[config.mk]
export PLATFORM = sky130hd
export DESIGN_NAME = add_sub_serial
export DESIGN_NICKNAME = d
export VERILOG_FILES = /design/src/rtl/add_sub_serial.sv
export SDC_FILE = /design/constraint.sdc
export NUM_CORES = 1
export LEC_CHECK = 0
export BUFFER_PORTS_ARGS = -buffer_cell sky130_fd_sc_hd__buf_4
export CAP_MARGIN = 25
export CELL_PAD_IN_SITES_DETAIL_PLACEMENT = 0
export CELL_PAD_IN_SITES_GLOBAL_PLACEMENT = 1
export CORE_ASPECT_RATIO = 0.6
export CORE_MARGIN = 2
export CORE_UTILIZATION = 39
export DETAILED_ROUTE_END_ITERATION = 6
export PLACE_DENSITY_LB_ADDON = 0.1
export SLEW_MARGIN = 5
export SYNTH_ARGS = -nofsm -noshare
export SYNTH_HDL_FRONTEND = slang
export SYNTH_SLANG_ARGS = --single-unit
[constraint.sdc]
create_clock -name clk -period 2.2 [get_ports clk]
set_input_delay 0.44 -clock clk [delete_from_list [all_inputs] [get_ports clk]]
set_output_delay 0.44 -clock clk [all_outputs]
set_load 0.02 [all_outputs]
[src/rtl/add_sub_serial.sv]
// Digit-serial add/subtract unit with ARM-style NZCV flags.
// Operands are resolved to (x, y, k) at accept time. The sum is then built
// CHUNK bits per clock, least-significant chunk first. The finished result and
// flags are published together when the block enters DONE.
module add_sub_serial #(
    parameter int WIDTH = 32,   // operand width, at least 2
    parameter int CHUNK = 8     // bits per cycle, must divide WIDTH
) (
    input  logic             clk,
    input  logic             rst_n,
    input  logic             in_valid,
    output logic             in_ready,
    input  logic [WIDTH-1:0] a,
    input  logic [WIDTH-1:0] b,
    input  logic             c_in,
    input  logic [2:0]       op,
    output logic             out_valid,
    input  logic             out_ready,
    output logic [WIDTH-1:0] s,
    output logic             n,
    output logic             z,
    output logic             c,
    output logic             v
);

    localparam int N  = WIDTH / CHUNK;
    localparam int CW = (N > 1) ? $clog2(N) : 1;
    localparam logic [CW-1:0] LAST = CW'(N - 1);

    typedef enum logic [1:0] {
        IDLE = 2'd0,
        RUN  = 2'd1,
        DONE = 2'd2
    } state_t;

    state_t           state_r;
    state_t           state_s;
    logic [CW-1:0]    cnt_r;
    logic [WIDTH-1:0] x_r;
    logic [WIDTH-1:0] y_r;
    logic             carry_r;
    logic             zacc_r;
    logic [WIDTH-1:0] res_r;

    logic [WIDTH-1:0] s_r;
    logic             n_r;
    logic             z_r;
    logic             c_r;
    logic             v_r;
    logic             in_ready_r;
    logic             out_valid_r;

    logic [WIDTH-1:0] x_s;
    logic [WIDTH-1:0] y_s;
    logic             k_s;
    logic [CHUNK:0]   chunk_sum_s;
    logic [WIDTH-1:0] res_next_s;
    logic             accept_s;
    logic             step_s;
    logic             last_s;
    logic             deliver_s;

    // Map the opcode onto effective operands and initial carry.
    // Reserved codes fall back to plain ADD.
    always_comb begin
        x_s = a;
        y_s = b;
        k_s = 1'b0;
        case (op)
            3'b000: begin x_s = a; y_s = b;  k_s = 1'b0; end  // ADD
            3'b001: begin x_s = a; y_s = b;  k_s = c_in; end  // ADC
            3'b010: begin x_s = a; y_s = ~b; k_s = 1'b1; end  // SUB
            3'b011: begin x_s = a; y_s = ~b; k_s = c_in; end  // SBC
            3'b100: begin x_s = b; y_s = ~a; k_s = 1'b1; end  // RSB
            3'b101: begin x_s = b; y_s = ~a; k_s = c_in; end  // RSC
            default: begin x_s = a; y_s = b; k_s = 1'b0; end  // reserved -> ADD
        endcase
    end

    // One chunk of the ripple: the low CHUNK bits of the shifting operands plus the carry.
    // The result chunk enters the working register from the top, so after N steps
    // chunk 0 has reached the bottom.
    always_comb begin
        chunk_sum_s = {1'b0, x_r[CHUNK-1:0]} + {1'b0, y_r[CHUNK-1:0]}
                    + {{CHUNK{1'b0}}, carry_r};
        res_next_s  = (res_r >> CHUNK)
                    | (WIDTH'(chunk_sum_s[CHUNK-1:0]) << (WIDTH - CHUNK));
        last_s      = (cnt_r == LAST);
    end

    // Next-state logic and handshake qualifiers.
    always_comb begin
        state_s   = state_r;
        accept_s  = 1'b0;
        step_s    = 1'b0;
        deliver_s = 1'b0;
        case (state_r)
            IDLE: begin
                if (in_valid) begin
                    accept_s = 1'b1;
                    state_s  = RUN;
                end else begin
                    state_s  = IDLE;
                end
            end
            RUN: begin
                step_s = 1'b1;
                if (last_s) begin
                    state_s = DONE;
                end else begin
                    state_s = RUN;
                end
            end
            DONE: begin
                if (out_ready) begin
                    deliver_s = 1'b1;
                    state_s   = IDLE;
                end else begin
                    state_s   = DONE;
                end
            end
            default: begin
                state_s = IDLE;
            end
        endcase
    end

    // State register.
    always_ff @(posedge clk or negedge rst_n) begin
        if (!rst_n) begin
            state_r <= IDLE;
        end else begin
            state_r <= state_s;
        end
    end

    // Operand latching and per-chunk datapath.
    // The operands shift right so chunk[cnt] is always in the low bits.
    always_ff @(posedge clk or negedge rst_n) begin
        if (!rst_n) begin
            x_r     <= {WIDTH{1'b0}};
            y_r     <= {WIDTH{1'b0}};
            carry_r <= 1'b0;
            zacc_r  <= 1'b0;
            res_r   <= {WIDTH{1'b0}};
            cnt_r   <= {CW{1'b0}};
        end else if (accept_s) begin
            x_r     <= x_s;
            y_r     <= y_s;
            carry_r <= k_s;
            zacc_r  <= 1'b0;
            res_r   <= {WIDTH{1'b0}};
            cnt_r   <= {CW{1'b0}};
        end else if (step_s) begin
            x_r     <= x_r >> CHUNK;
            y_r     <= y_r >> CHUNK;
            carry_r <= chunk_sum_s[CHUNK];
            zacc_r  <= zacc_r | (|chunk_sum_s[CHUNK-1:0]);
            res_r   <= res_next_s;
            cnt_r   <= cnt_r + CW'(1);
        end
    end

    // Publish the result and flags on the last RUN step only, so they stay frozen otherwise.
    // On the last step the low bits of x_r/y_r hold the operand MSB chunk.
    always_ff @(posedge clk or negedge rst_n) begin
        if (!rst_n) begin
            s_r <= {WIDTH{1'b0}};
            n_r <= 1'b0;
            z_r <= 1'b0;
            c_r <= 1'b0;
            v_r <= 1'b0;
        end else if (step_s && last_s) begin
            s_r <= res_next_s;
            n_r <= chunk_sum_s[CHUNK-1];
            z_r <= ~(zacc_r | (|chunk_sum_s[CHUNK-1:0]));
            c_r <= chunk_sum_s[CHUNK];
            v_r <= (x_r[CHUNK-1] == y_r[CHUNK-1]) &&
                   (chunk_sum_s[CHUNK-1] != x_r[CHUNK-1]);
        end
    end

    // Registered handshake outputs. Accept and deliver never overlap.
    always_ff @(posedge clk or negedge rst_n) begin
        if (!rst_n) begin
            in_ready_r  <= 1'b1;
            out_valid_r <= 1'b0;
        end else begin
            if (accept_s) begin
                in_ready_r <= 1'b0;
            end else if (deliver_s) begin
                in_ready_r <= 1'b1;
            end
            if (step_s && last_s) begin
                out_valid_r <= 1'b1;
            end else if (deliver_s) begin
                out_valid_r <= 1'b0;
            end
        end
    end

    assign in_ready  = in_ready_r;
    assign out_valid = out_valid_r;
    assign s         = s_r;
    assign n         = n_r;
    assign z         = z_r;
    assign c         = c_r;
    assign v         = v_r;

endmodule

## Word level (Yosys, flattened, before mapping)

Cells that the tools add are included.

- Input port bits: 72
- Bits in registers: 140
- Memory bits (writable): 0
- ROM bits: 0
- Output and inout bits: 38
- Memories kept: 0
- Bits in latches: 0

- Bitwise gates (word level): 5
- Add/subtract/negate cells: 3
- Reduce and logical (&&, ||, !) cells: 11
- Divide/modulo/power cells: 0
- Shifts and indexed selects: 0
- Multiply operators: 0
- Equal/unequal tests: 10
- $lt $le $gt $ge: 0
- Multiplexer cells: 28

Operators by type and width:

| kind | count |
|---|---|
| $mux W32 | 7 |
| $not A32 Y32 | 2 |
| $pmux W32 S2 | 1 |
| $or A24 B32 Y32 | 1 |
| $mux W1 | 14 |
| $add A8 B8 Y9 | 1 |
| $add A9 B1 Y9 | 1 |
| $mux W2 | 4 |
| $reduce_or A8 Y1 | 1 |
| $eq A3 B2 Y1 const B | 2 |
| $eq A3 B3 Y1 const B | 2 |
| $pmux W2 S3 | 1 |
| $reduce_bool A2 Y1 | 3 |
| $reduce_or A2 Y1 | 3 |
| $eq A2 B2 Y1 const B | 2 |
| $eq A3 B1 Y1 const B | 1 |
| $reduce_or A3 Y1 | 1 |
| $add A2 B1 Y2 const B | 1 |
| $eq A2 B1 Y1 const B | 1 |
| $logic_and A1 B1 Y1 | 2 |
| $logic_not A2 Y1 | 1 |
| $pmux W1 S2 | 1 |
| $eq A1 B1 Y1 | 1 |
| $ne A1 B1 Y1 | 1 |
| 2 further kinds | 2 |

## Logic depth before layout (Yosys ltp)

Gate-level depths: netlist of run 1.

- Depth after elaboration: 6
- Depth in mapped cells: 9
- Depth with buffers taken out: 9

## Least setup slack after synthesis of run 1

No wires, ideal clock.

- Path kind: register to register
- Start point: reg x_r[0]
- End point: reg zacc_r
- Path buffers: 0
- Clock period less this slack: 2309 ps
- Data arrival time: 2188 ps
- Cell stages (with the launch flop): 10
- Data required time: 2079 ps
- Setup slack: -109 ps
- Cells stage by stage: dfrtp_1 inv_1 fa_1 fa_1 nand2b_1 a21oi_1 a31oi_1 xnor2_1 nand4b_1 a22o_1

- Cells in the longest elaborated chain, start to end: 6

Ends and longest elaborated chain:

| what | line | RTL |
|---|---|---|
| from (decl) | 39 | `logic [WIDTH-1:0] x_r;` |
| from (signal assigned) | 141 | `x_r <= {WIDTH{1'b0}};` |
| from (signal assigned) | 148 | `x_r <= x_s;` |
| from (signal assigned) | 155 | `x_r <= x_r >> CHUNK;` |
| $add A8 B8 Y9 | 84 | `chunk_sum_s = {1'b0, x_r[CHUNK-1:0]} + {1'b0, y_r[CHUNK-1:0]}` |
| $add A9 B1 Y9 | 85 | `+ {{CHUNK{1'b0}}, carry_r};` |
| $reduce_or A8 Y1 | 158 | `zacc_r <= zacc_r \| (\|chunk_sum_s[CHUNK-1:0]);` |
| $or A1 B1 Y1 | 158 |  |
| $mux W1 | 154 | `end else if (step_s) begin` |
| $mux W1 | 147 | `end else if (accept_s) begin` |
| to (signal assigned) | 158 |  |
| to (decl) | 42 | `logic zacc_r;` |

Every way passes these cells. The select of a mux whose other input is x is not followed.
A chain may end at the register's enable or synchronous reset.

## Worst setup path in the final report of run 1

Same ends and word-level chain as after synthesis.

==> metrics.txt, run 1 <==
# TYPE chip_impl_metric gauge
chip_impl_metric{name="drtIter0Drc",unit=""} 464
chip_impl_metric{name="finalCriticalPeriod",unit="ns"} 2.315
chip_impl_metric{name="static-leakage-power",unit="nW"} 4.294
chip_impl_metric{name="first_global_vias",unit=""} 5689
chip_impl_metric{name="max_slew_headroom_at_the_worst_pin",unit=""} 0.5766
chip_impl_metric{name="drc",unit=""} 0
chip_impl_metric{name="pin_slew_with_the_least_headroom_to_its_limit",unit="ns"} 0.6352
chip_impl_metric{name="place_hpwl",unit="mm"} 13.79
chip_impl_metric{name="detailedRoute.firstPassIterationCount",unit=""} 5
chip_impl_metric{name="fp.dieH",unit="um"} 107.7
chip_impl_metric{name="finish.net_count",unit=""} 936
chip_impl_metric{name="dieArea",unit="um^2"} 19060
chip_impl_info{name="most-common-layout-cells",value="sky130_fd_sc_hd__dfrtp_1 (130), sky130_fd_sc_hd__buf_4 (130), sky130_fd_sc_hd__nand2_1 (76)"} 1
chip_impl_info{name="dominantRegCellSynth",value="sky130_fd_sc_hd__dfrtp_1"} 1
chip_impl_info{name="hold_class",value="input port to flip-flop"} 1
chip_impl_metric{name="post-layout-total-power",unit="mW"} 11.75
chip_impl_metric{name="routabilityCongestion",unit=""} 0.8784
chip_impl_metric{name="post_synth_num_cell_types",unit=""} 39
chip_impl_metric{name="totalWireLength",unit="mm"} 19.40
chip_impl_metric{name="antenna-diode-count",unit=""} 0
chip_impl_info{name="violations",value="negative setup slack"} 1
chip_impl_metric{name="initial_core_util",unit=""} 0.4030
chip_impl_metric{name="synth.yosys.warnings",unit=""} 0
chip_impl_info{name="setup_repair_after_global_routing_missed_its_margin",value="yes"} 1
chip_impl_info{name="start_kind",value="flip-flop"} 1
chip_impl_metric{name="grt_overflow",unit=""} 0
chip_impl_metric{name="synth_edf_count",unit=""} 0
chip_impl_info{name="crit_path_end_kind",value="flip-flop"} 1
chip_impl_metric{name="tritoncts_num_sinks",unit=""} 131
chip_impl_metric{name="timing.final.max_slew_violations",unit=""} 0
chip_impl_metric{name="grt_start_max_net_pins",unit=""} 71
chip_impl_metric{name="clock_skew",unit="ns"} 0.009142
chip_impl_info{name="timing.hold.worst.start",value="out_ready"} 1
chip_impl_metric{name="mapped_nets",unit=""} 837
chip_impl_metric{name="fmax",unit="MHz"} 432.1
chip_impl_metric{name="finalSetupViolCount",unit=""} 4
chip_impl_metric{name="timing.critical_path.fanout_max",unit=""} 2
chip_impl_metric{name="clock_latency",unit="ns"} 0.42
chip_impl_metric{name="post-route-period-util",unit=""} 1.052
chip_impl_metric{name="cts_inserted_buffers",unit=""} 17
chip_impl_metric{name="routedWlPerCell",unit="um"} 17.62
chip_impl_metric{name="whs",unit="ns"} 0.2867
chip_impl_metric{name="finalHoldViolCount",unit=""} 0
chip_impl_metric{name="core-area",unit="um^2"} 17360
chip_impl_metric{name="critPathRequiredTime",unit="ns"} 2.50
chip_impl_metric{name="drive_gt1_frac",unit=""} 0.2422
chip_impl_metric{name="chipWidth",unit="um"} 176.9
chip_impl_info{name="tritoncts",value="built"} 1
chip_impl_metric{name="clkTransAtPathRegs",unit="ns"} 0.06
chip_impl_metric{name="grt_pass1_wl",unit="mm"} 31.19
chip_impl_info{name="run_status",value="complete, but fails checks"} 1
chip_impl_metric{name="final_design_area_no_fill",unit="um^2"} 8840
chip_impl_metric{name="power.density_cell_area",unit="nW/um^2"} 1329
chip_impl_metric{name="placement.io_buffers",unit=""} 109
chip_impl_metric{name="worst_ir_drop_vdd",unit="uV"} 893.9
chip_impl_metric{name="ys_seq_area_frac",unit=""} 0.4688
chip_impl_info{name="critical_path.reg2reg.startpoint",value="x_r[0]$_DFFE_PN0P_"} 1
chip_impl_metric{name="ys_ff_latch",unit=""} 131
chip_impl_metric{name="fp-row-count",unit=""} 37
chip_impl_metric{name="post_drt_via_cell_ratio",unit=""} 5.261
chip_impl_metric{name="antenna_violating_nets_post_route",unit=""} 0
chip_impl_metric{name="detailed_place.area",unit="um^2"} 8157
chip_impl_info{name="root_buffer",value="sky130_fd_sc_hd__clkbuf_16"} 1
chip_impl_metric{name="syn_area_per_cell",unit="um^2"} 9.266
chip_impl_metric{name="clk_path_buf_depth",unit=""} 2
chip_impl_info{name="startpoint",value="x_r[0]$_DFFE_PN0P_"} 1
chip_impl_metric{name="cp_data_arrival_time",unit="ns"} 2.62
chip_impl_metric{name="grt_antenna_before_repair",unit=""} 1
chip_impl_info{name="worst-setup-path-type",value="flip-flop to flip-flop"} 1
chip_impl_metric{name="io_pins",unit=""} 110
chip_impl_metric{name="htreeDepth",unit=""} 4
chip_impl_metric{name="synth_area",unit="um^2"} 6995
chip_impl_metric{name="post_synth_inst_count",unit=""} 755
chip_impl_metric{name="total_routing_usage_reported_by_global_routing",unit=""} 0.2127
chip_impl_metric{name="vias",unit=""} 5792
chip_impl_metric{name="max_cap_viol_count",unit=""} 0
chip_impl_metric{name="synth-async-reset-ratio",unit=""} 1.000
chip_impl_metric{name="syn_to_final_growth",unit="%"} 26.36
chip_impl_metric{name="worst_slack",unit="ns"} -0.1145
==> worst max-delay path: stages, from the launching register on <==
cell and delay [ns]:
sky130_fd_sc_hd__dfrtp_1 0.37, sky130_fd_sc_hd__inv_2 0.05, sky130_fd_sc_hd__fa_2 0.41, sky130_fd_sc_hd__fa_2 0.35, sky130_fd_sc_hd__nand2b_4 0.16, sky130_fd_sc_hd__a21oi_4 0.22, sky130_fd_sc_hd__a31oi_4 0.14, sky130_fd_sc_hd__xnor2_2 0.19
sky130_fd_sc_hd__nand4b_1 0.13, sky130_fd_sc_hd__a22o_1 0.19
==> cell families after synthesis <==
group,after synthesis,share of synthesized area
AOI/OAI and AO/OA,215,0.1783
xor gates and xnor gates,37,0.04632
adders and majority gates,10,0.02003
buffers and inverters,103,0.06189
DFF,131,0.4688
muxes,80,0.1188
and+or+nand+nor,179,0.1059
==> final timing paths <==
check,endpoint,slack (ns),cells after the start
max,zacc_r$_DFFE_PN0P_,-0.11,9
min,state_r[1]$_DFF_PN0_,0.29,4
max reg2reg,zacc_r$_DFFE_PN0P_,-0.11,9
min reg2reg,y_r[8]$_DFFE_PN0P_,0.48,2
max in group asynchronous,zacc_r$_DFFE_PN0P_,1.14,3
min in group asynchronous,y_r[19]$_DFFE_PN0P_,0.47,2
==> Yosys cell counts, types with 8 or more instances <==
library cell / instances / area, um^2
sky130_fd_sc_hd__nor2_1: 71 / 266.5
sky130_fd_sc_hd__inv_1: 44 / 165.2
sky130_fd_sc_hd__nand3_1: 13 / 65.06
sky130_fd_sc_hd__clkbuf_1: 28 / 105.1
sky130_fd_sc_hd__nand2_1: 77 / 289.0
sky130_fd_sc_hd__ha_1: 8 / 100.1
sky130_fd_sc_hd__a22o_1: 18 / 157.7
sky130_fd_sc_hd__o21ai_1: 13 / 65.06
sky130_fd_sc_hd__a22oi_1: 25 / 187.7
sky130_fd_sc_hd__buf_2: 22 / 110.1
sky130_fd_sc_hd__mux2_2: 17 / 191.4
sky130_fd_sc_hd__mux2i_1: 56 / 560.5
sky130_fd_sc_hd__dfrtp_1: 130 / 3253
sky130_fd_sc_hd__xnor2_1: 12 / 105.1
sky130_fd_sc_hd__xor2_1: 25 / 219.0
sky130_fd_sc_hd__a21oi_1: 73 / 365.4
sky130_fd_sc_hd__o21ai_0: 76 / 380.4
==> final cells by class <==
type                    instances  area (um^2)
fillers                      1623         8521
inverters                      44        165.2
multi-input cells             521         3378
clock inverters                15        161.4
clock buffers                  17        425.4
well taps                     234        292.8
repair buffers                139         1137
flip-flops and latches        131         3279
==> flip-flops by register name (all words and copies together) (netlist names) <==
signal     flops
zacc_r         1
z              1
y_r           32
cnt_r          2
in_ready       1
s             32
state_r        2
c              1
res_r         24
carry_r        1
out_valid      1
x_r           32
v              1
==> timing repair <==
item / in CTS / in global routing
endpoints found under the setup margin: 6 / 6
hold buffers: 1 / 0
endpoints found under the hold margin: 17 / 0
gates resized for setup: 5 / 11
pin swaps: 4 / 8
buffers inserted: 2 / 1
==> metal layers <==
metal,routed length [um],vias up,track usage
li1,-,2784,-
met1,10230,2863,0.3267
met2,8136,124,0.3025
met3,827,19,0.03531
met4,199,2,0.06553
met5,8,-,0
==> stage by stage <==
stage	util	setup TNS, ns	setup slack, ns	instances
2_1_floorplan	-	0	0.001952	755
3_3_place_gp	0.4698	-0.1050	-0.08444	1066
3_5_place_dp	0.4698	-0.4827	-0.1610	1066
4_1_cts	0.5070	-0.1481	-0.07812	1101
5_1_grt	0.5092	-0.6667	-0.2379	1101
6_report	0.5092	-0.1896	-0.1145	1101
==> where the power goes <==
part | total [mW] | internal, mW | switching [mW]
Sequential | 4.05 | 3.38 | 0.665
Clock | 2.84 | 1.61 | 1.23
Combinational | 4.86 | 2.02 | 2.84
Total | 11.7 | 7.02 | 4.73
(Power assumes the default switching activity.)
==> run 2, diff against run 1 <==
- MAX_ROUTING_LAYER: default -> met4
==> metrics.txt, run 2 (synthesis results as in run 1) <==
# TYPE chip_impl_metric gauge
chip_impl_info{name="timing.critical_path.mode_cell",value="sky130_fd_sc_hd__fa_2"} 1
chip_impl_metric{name="p_sw_frac",unit=""} 0.4027
chip_impl_metric{name="place_hpwl",unit="mm"} 13.96
chip_impl_metric{name="fp-row-count",unit=""} 37
chip_impl_metric{name="routedWlPerCell",unit="um"} 17.78
chip_impl_info{name="critical_path.reg2reg.startpoint",value="carry_r$_DFFE_PN0P_"} 1
chip_impl_metric{name="static-leakage-power",unit="nW"} 4.270
chip_impl_metric{name="tritoncts_num_sinks",unit=""} 131
chip_impl_metric{name="max_cap_viol_count",unit=""} 0
chip_impl_metric{name="finalHoldViolCount",unit=""} 1
chip_impl_metric{name="post-layout-total-power",unit="mW"} 11.68
chip_impl_metric{name="grt_pass1_wl",unit="mm"} 31.48
chip_impl_metric{name="max_slew_headroom_at_the_worst_pin",unit=""} 0.6050
chip_impl_info{name="crit_path_end_kind",value="flip-flop"} 1
chip_impl_info{name="tritoncts",value="built"} 1
chip_impl_metric{name="drtIter0Drc",unit=""} 330
chip_impl_metric{name="syn_to_final_growth",unit="%"} 25.49
chip_impl_metric{name="power_frac_comb",unit=""} 0.408
chip_impl_metric{name="totalWireLength",unit="mm"} 19.50
chip_impl_info{name="root_buffer",value="sky130_fd_sc_hd__clkbuf_16"} 1
chip_impl_metric{name="core-area",unit="um^2"} 17360
chip_impl_metric{name="timing.critical_path.fanout_max",unit=""} 2
chip_impl_metric{name="clockPowerShare",unit=""} 0.244
chip_impl_metric{name="fp.dieH",unit="um"} 107.7
chip_impl_info{name="setup_repair_after_global_routing_missed_its_margin",value="yes"} 1
chip_impl_metric{name="timing.final.max_slew_violations",unit=""} 0
chip_impl_metric{name="clock_skew",unit="ns"} 0.01177
chip_impl_metric{name="clock_latency",unit="ns"} 0.42
chip_impl_metric{name="total_routing_usage_reported_by_global_routing",unit=""} 0.2217
chip_impl_metric{name="fmax",unit="MHz"} 435.6
chip_impl_metric{name="post-route-period-util",unit=""} 1.044
chip_impl_metric{name="critPathMaxStageDelay",unit="ns"} 0.41
chip_impl_info{name="hold_class",value="input port to async pin"} 1
chip_impl_metric{name="power.density_cell_area",unit="nW/um^2"} 1331
chip_impl_metric{name="finalCriticalPeriod",unit="ns"} 2.296
chip_impl_info{name="start_kind",value="flip-flop"} 1
chip_impl_metric{name="antenna_violating_nets_post_route",unit=""} 0
chip_impl_info{name="cells_traversed_along_the_worst_timing_path",value="inv_2 -> fa_2 -> fa_2 -> nand2b_4 -> a21oi_4 -> a31oi_2 -> xnor2_2 -> nand4b_1 -> a22o_1"} 1
chip_impl_metric{name="grt_overflow",unit=""} 0
chip_impl_metric{name="cp_data_arrival_time",unit="ns"} 2.60
chip_impl_metric{name="seqPwrFrac",unit=""} 0.348
chip_impl_metric{name="clk_path_buf_depth",unit=""} 2
chip_impl_metric{name="vias",unit=""} 5778
chip_impl_metric{name="drive_gt1_frac",unit=""} 0.2364
chip_impl_metric{name="io_pins",unit=""} 110
chip_impl_metric{name="worst_slack",unit="ns"} -0.09577
chip_impl_metric{name="switching_power",unit="mW"} 4.704
chip_impl_metric{name="chipWidth",unit="um"} 176.9
chip_impl_metric{name="drc",unit=""} 0
chip_impl_metric{name="post_drt_via_cell_ratio",unit=""} 5.267
chip_impl_metric{name="routabilityCongestion",unit=""} 0.8503
chip_impl_metric{name="critPathRequiredTime",unit="ns"} 2.50
chip_impl_info{name="violations",value="negative hold slack, negative setup slack"} 1
chip_impl_metric{name="cellInternalPower",unit="mW"} 6.976
chip_impl_metric{name="clkTransAtPathRegs",unit="ns"} 0.07
chip_impl_metric{name="worst_ir_drop_vdd",unit="uV"} 938.3
chip_impl_metric{name="first_global_vias",unit=""} 5729
chip_impl_info{name="layout_commonest_cell",value="sky130_fd_sc_hd__dfrtp_1"} 1
chip_impl_metric{name="dieArea",unit="um^2"} 19060
chip_impl_metric{name="cts_inserted_buffers",unit=""} 17
chip_impl_info{name="most-common-layout-cells",value="sky130_fd_sc_hd__dfrtp_1 (130), sky130_fd_sc_hd__buf_4 (128), sky130_fd_sc_hd__nand2_1 (76)"} 1
chip_impl_info{name="run_status",value="complete, but fails checks"} 1
chip_impl_metric{name="finish.net_count",unit=""} 932
chip_impl_metric{name="hold_buffers",unit=""} 0
chip_impl_metric{name="detailedRoute.firstPassIterationCount",unit=""} 5
chip_impl_metric{name="htreeDepth",unit=""} 4
chip_impl_metric{name="initial_core_util",unit=""} 0.4030
chip_impl_metric{name="finalSetupViolCount",unit=""} 2
chip_impl_metric{name="pin_slew_with_the_least_headroom_to_its_limit",unit="ns"} 0.5926
chip_impl_metric{name="antenna-diode-count",unit=""} 0
chip_impl_metric{name="placement.io_buffers",unit=""} 109
chip_impl_metric{name="grt_antenna_before_repair",unit=""} 0
chip_impl_metric{name="grt_start_max_net_pins",unit=""} 71
chip_impl_metric{name="whs",unit="ns"} -0.001116
chip_impl_info{name="critical_path.slowest_cell",value="sky130_fd_sc_hd__fa_2"} 1
chip_impl_info{name="startpoint",value="carry_r$_DFFE_PN0P_"} 1
chip_impl_info{name="worst-setup-path-type",value="flip-flop to flip-flop"} 1
run 2: changes by cell type in the layout (fill, tap and decap cells not counted), sizes merged:
cell	before	now
buf	138	135
clkinv	0	2
clkinvlp	3	2
dlygate4sd3	1	0
inv	55	54
run 2: power groups by stage:
stage	clock (mW)	combinational (mW)	sequential [mW]
after detailed placement	0	4.68	4.08
after CTS	2.89	4.76	4.05
after global placement	0	4.61	4.04
after floorplan	0	2.71	4.15
after global routing	3.01	5.29	4.17
final	2.85	4.77	4.06
run 2: timing repair:
item                                    in CTS  in global routing
pin swaps                                    7                  2
buffers inserted                             3                  0
gates resized for setup                      7                  3
endpoints found under the setup margin       4                  6
run 2: path summary, 6_finish.rpt:
check / end / slack [ns] / cells after the start
setup / recovery: zacc_r$_DFFE_PN0P_ / -0.1 / 9
hold / removal: y_r[12]$_DFFE_PN0P_ / -0.001 / 1
setup reg to reg: zacc_r$_DFFE_PN0P_ / -0.1 / 9
hold reg to reg: x_r[5]$_DFFE_PN0P_ / 0.48 / 2
max in group asynchronous: in_ready$_DFFE_PN1P_ / 1.54 / 2
min in group clk: state_r[1]$_DFF_PN0_ / 0.30 / 4
run 2: layer usage:
metal  up-vias  part of all wire  track usage
met4         0             0.010      0.06139
met2       123              0.41       0.2985
met3        16             0.051      0.04061
met5         -                 0            -
met1      2868              0.53       0.3364
li1       2771                 -            -
run 2: critical path: cells and delay by family, from the launching register on:
family | cells | cell delay (ns)
xor gates and xnor gates | 1 | 0.19
buffers and inverters | 1 | 0.05
and+or+nand+nor | 2 | 0.29
DFF | 1 | 0.37
AOI/OAI and AO/OA | 3 | 0.50
adders and majority gates | 2 | 0.79
run 2: area by class of cell:
class / instances / area, um^2
sequential: 131 / 3279
fill: 1649 / 8582
tap: 234 / 292.8
multi-input combinational: 521 / 3351
timing repair buffer: 135 / 1101
inverter: 44 / 165.2
clock buffer: 17 / 425.4
clock inverter: 15 / 163.9
run 2: stage by stage:
step                      instance area [um^2]  setup slack, ns  instances    util  setup TNS, ns
final                                     8778         -0.09577       1097  0.5057        -0.1133
after global routing                      8778          -0.2898       1097  0.5057        -0.9648
after CTS                                 8767          -0.1266       1097  0.5050        -0.1883
after detailed placement                  8142          -0.1673       1064  0.4690        -0.2750
after global placement                    8142         -0.07567       1064  0.4690       -0.07567
after floorplan                           7004         0.001952        755       -              0
==> run 3, diff against run 2 <==
- CELL_PAD_IN_SITES_DETAIL_PLACEMENT: 0 -> default
- CELL_PAD_IN_SITES_GLOBAL_PLACEMENT: 1 -> default
- CORE_UTILIZATION: 39 -> 49
- PLACE_DENSITY: default -> 0.73
- PLACE_DENSITY_LB_ADDON: 0.1 -> default
- REMOVE_ABC_BUFFERS: default -> 1
==> metrics.txt, run 3 (synthesis results as in run 1) <==
# TYPE chip_impl_metric gauge
chip_impl_metric{name="fill_cells",unit=""} 1136
chip_impl_metric{name="antenna-diode-count",unit=""} 0
chip_impl_metric{name="finalCriticalPeriod",unit="ns"} 2.327
chip_impl_metric{name="finalHoldViolCount",unit=""} 0
chip_impl_info{name="tritoncts",value="built"} 1
chip_impl_metric{name="globalRouteMet2Util",unit=""} 0.3873
chip_impl_info{name="root_buffer",value="sky130_fd_sc_hd__clkbuf_16"} 1
chip_impl_metric{name="static-leakage-power",unit="nW"} 4.307
chip_impl_metric{name="final_design_area_no_fill",unit="um^2"} 8811
chip_impl_metric{name="finalSetupViolCount",unit=""} 2
chip_impl_info{name="timing.critical_path.mode_cell",value="sky130_fd_sc_hd__fa_2"} 1
chip_impl_metric{name="htreeDepth",unit=""} 4
chip_impl_metric{name="timing.critical_path.fanout_max",unit=""} 2
chip_impl_metric{name="initial_core_util",unit=""} 0.5073
chip_impl_metric{name="max_slew_headroom_at_the_worst_pin",unit=""} 0.6706
chip_impl_info{name="layout_commonest_cell",value="sky130_fd_sc_hd__dfrtp_1"} 1
chip_impl_metric{name="total_routing_usage_reported_by_global_routing",unit=""} 0.2503
chip_impl_metric{name="ff_latch_area",unit="um^2"} 3279
chip_impl_metric{name="drtIter0Drc",unit=""} 418
chip_impl_metric{name="cp_data_arrival_time",unit="ns"} 2.62
chip_impl_info{name="grt-busiest-layer",value="met2"} 1
chip_impl_metric{name="power.density_cell_area",unit="nW/um^2"} 1332
chip_impl_info{name="hold_class",value="input port to flip-flop"} 1
chip_impl_metric{name="io_pins",unit=""} 110
chip_impl_metric{name="detailed_place.area",unit="um^2"} 8119
chip_impl_metric{name="globalRouteMet3Util",unit=""} 0.04326
chip_impl_info{name="most-common-layout-cells",value="sky130_fd_sc_hd__dfrtp_1 (130), sky130_fd_sc_hd__buf_4 (128), sky130_fd_sc_hd__nand2_1 (76)"} 1
chip_impl_metric{name="fmax",unit="MHz"} 429.8
chip_impl_metric{name="cts_inserted_buffers",unit=""} 17
chip_impl_metric{name="place_worst_setup_slack",unit="ns"} -0.2502
chip_impl_metric{name="cp.buffers_inverters",unit=""} 1
chip_impl_metric{name="grt_use_met1",unit=""} 0.3414
chip_impl_info{name="critical_path.slowest_cell",value="sky130_fd_sc_hd__fa_2"} 1
chip_impl_info{name="violations",value="negative setup slack"} 1
chip_impl_metric{name="first_global_vias",unit=""} 5744
chip_impl_metric{name="routabilityCongestion",unit=""} 0.8278
chip_impl_metric{name="timing.final.max_slew_violations",unit=""} 0
chip_impl_metric{name="fp.dieH",unit="um"} 96.55
chip_impl_metric{name="tritoncts_num_sinks",unit=""} 131
chip_impl_metric{name="worst_ir_drop_vdd",unit="uV"} 661.2
chip_impl_info{name="path_delay_family",value="adder cells"} 1
chip_impl_metric{name="antenna_violating_nets_post_route",unit=""} 0
chip_impl_metric{name="fp-row-count",unit=""} 33
chip_impl_metric{name="placement.io_buffers",unit=""} 109
chip_impl_metric{name="place_inst",unit=""} 1023
chip_impl_metric{name="clk_path_buf_depth",unit=""} 2
chip_impl_metric{name="drive_gt1_frac",unit=""} 0.2416
chip_impl_metric{name="clock_latency",unit="ns"} 0.42
chip_impl_metric{name="worst_slack",unit="ns"} -0.1268
chip_impl_metric{name="syn_to_final_growth",unit="%"} 25.95
chip_impl_metric{name="finish.net_count",unit=""} 936
chip_impl_info{name="cells_traversed_along_the_worst_timing_path",value="inv_2 -> fa_2 -> fa_2 -> nand2b_4 -> a21oi_4 -> xnor2_2 -> nand4_1 -> nand4b_1 -> a22o_1"} 1
chip_impl_metric{name="routedWlPerCell",unit="um"} 16.50
chip_impl_metric{name="vias",unit=""} 5841
chip_impl_metric{name="grt_pass1_wl",unit="mm"} 28.47
chip_impl_metric{name="post_drt_via_cell_ratio",unit=""} 5.526
chip_impl_info{name="run_status",value="complete, but fails checks"} 1
chip_impl_metric{name="core-area",unit="um^2"} 13790
chip_impl_metric{name="grt_antenna_before_repair",unit=""} 0
chip_impl_metric{name="critPathMaxStageDelay",unit="ns"} 0.40
chip_impl_metric{name="dieArea",unit="um^2"} 15280
chip_impl_metric{name="chipWidth",unit="um"} 158.3
chip_impl_metric{name="critPathRequiredTime",unit="ns"} 2.50
chip_impl_metric{name="non_filler_instances",unit=""} 1057
chip_impl_metric{name="max_cap_viol_count",unit=""} 0
chip_impl_metric{name="grt_start_max_net_pins",unit=""} 75
chip_impl_info{name="setup_repair_after_global_routing_missed_its_margin",value="yes"} 1
chip_impl_metric{name="place_hpwl",unit="mm"} 11.49
chip_impl_metric{name="timing.reg2reg.setup_slack",unit="ns"} -0.13
chip_impl_metric{name="clock_skew",unit="ns"} 0.01199
chip_impl_metric{name="grt_overflow",unit=""} 0
chip_impl_metric{name="whs",unit="ns"} 0.2937
chip_impl_metric{name="multi_input_comb_area",unit="um^2"} 3373
chip_impl_info{name="start_kind",value="flip-flop"} 1
chip_impl_metric{name="post-route-period-util",unit=""} 1.058
chip_impl_info{name="worst-setup-path-type",value="flip-flop to flip-flop"} 1
chip_impl_info{name="crit_path_end_kind",value="flip-flop"} 1
chip_impl_metric{name="clkTransAtPathRegs",unit="ns"} 0.05
chip_impl_metric{name="pin_slew_with_the_least_headroom_to_its_limit",unit="ns"} 0.4941
chip_impl_metric{name="drc",unit=""} 0
chip_impl_metric{name="totalWireLength",unit="mm"} 17.44
chip_impl_metric{name="detailedRoute.firstPassIterationCount",unit=""} 5
-- run 3: final timing paths --
check / end / cells after the start / start
worst max-delay path: zacc_r$_DFFE_PN0P_ / 9 / x_r[0]$_DFFE_PN0P_
worst min-delay path: state_r[1]$_DFF_PN0_ / 4 / out_ready
worst max register to register: zacc_r$_DFFE_PN0P_ / 9 / x_r[0]$_DFFE_PN0P_
worst min register to register: x_r[13]$_DFFE_PN0P_ / 2 / x_r[13]$_DFFE_PN0P_
max in group asynchronous: in_ready$_DFFE_PN1P_ / 3 / rst_n
min in group asynchronous: x_r[16]$_DFFE_PN0P_ / 2 / rst_n
-- run 3: area by class of cell --
cell class                 instances  area share
multi-input combinational        521      0.3828
tap                              192     0.02726
clock inverter                    10     0.01519
clock buffer                      20     0.05183
sequential                       131      0.3722
inverter                          44     0.01874
timing repair buffer             139      0.1319
-- run 3: routing by layer --
| layer | vias up | share of wire |
|---|---|---|
| li1 | 2781 | - |
| met2 | 177 | 0.46 |
| met4 | 0 | 0.0087 |
| met1 | 2864 | 0.48 |
| met5 | - | 0 |
| met3 | 19 | 0.053 |
-- run 3: per-stage QoR --
stage / utilization / total power, mW / TNS (ns)
floorplan: - / 6.653 / -238.43
detailed placement: 0.5887 / 8.630 / -0.7247
global placement: 0.5887 / 8.419 / -0.3546
CTS: 0.6367 / 11.67 / -0.2314
global route: 0.6389 / 12.48 / -0.6266
finish: 0.6389 / 11.74 / -0.1962
-- run 3: tightest hold or removal path, stage by stage --
cell                      delay, ns
sky130_fd_sc_hd__buf_4         0.10
sky130_fd_sc_hd__nor2_1        0.03
sky130_fd_sc_hd__nand2_1       0.05
sky130_fd_sc_hd__nand2_1       0.05
-- run 3: what timing repair did --
action | CTS | global route
hold buffers | 1 | 0
setup buffers | 1 | 2
gates resized for setup | 11 | 9
pin swaps | 9 | 9
endpoints found under the hold margin | 37 | 0
setup endpoints to repair | 6 | 8
-- run 3: power by group --
part / internal [mW] / leakage (nW) / total (mW) / switching, mW
Sequential: 3.38 / 1.70 / 4.02 / 0.641
Combinational: 2.10 / 2.32 / 4.89 / 2.80
Clock: 1.82 / 0.288 / 2.82 / 1.00
Total: 7.30 / 4.31 / 11.7 / 4.44
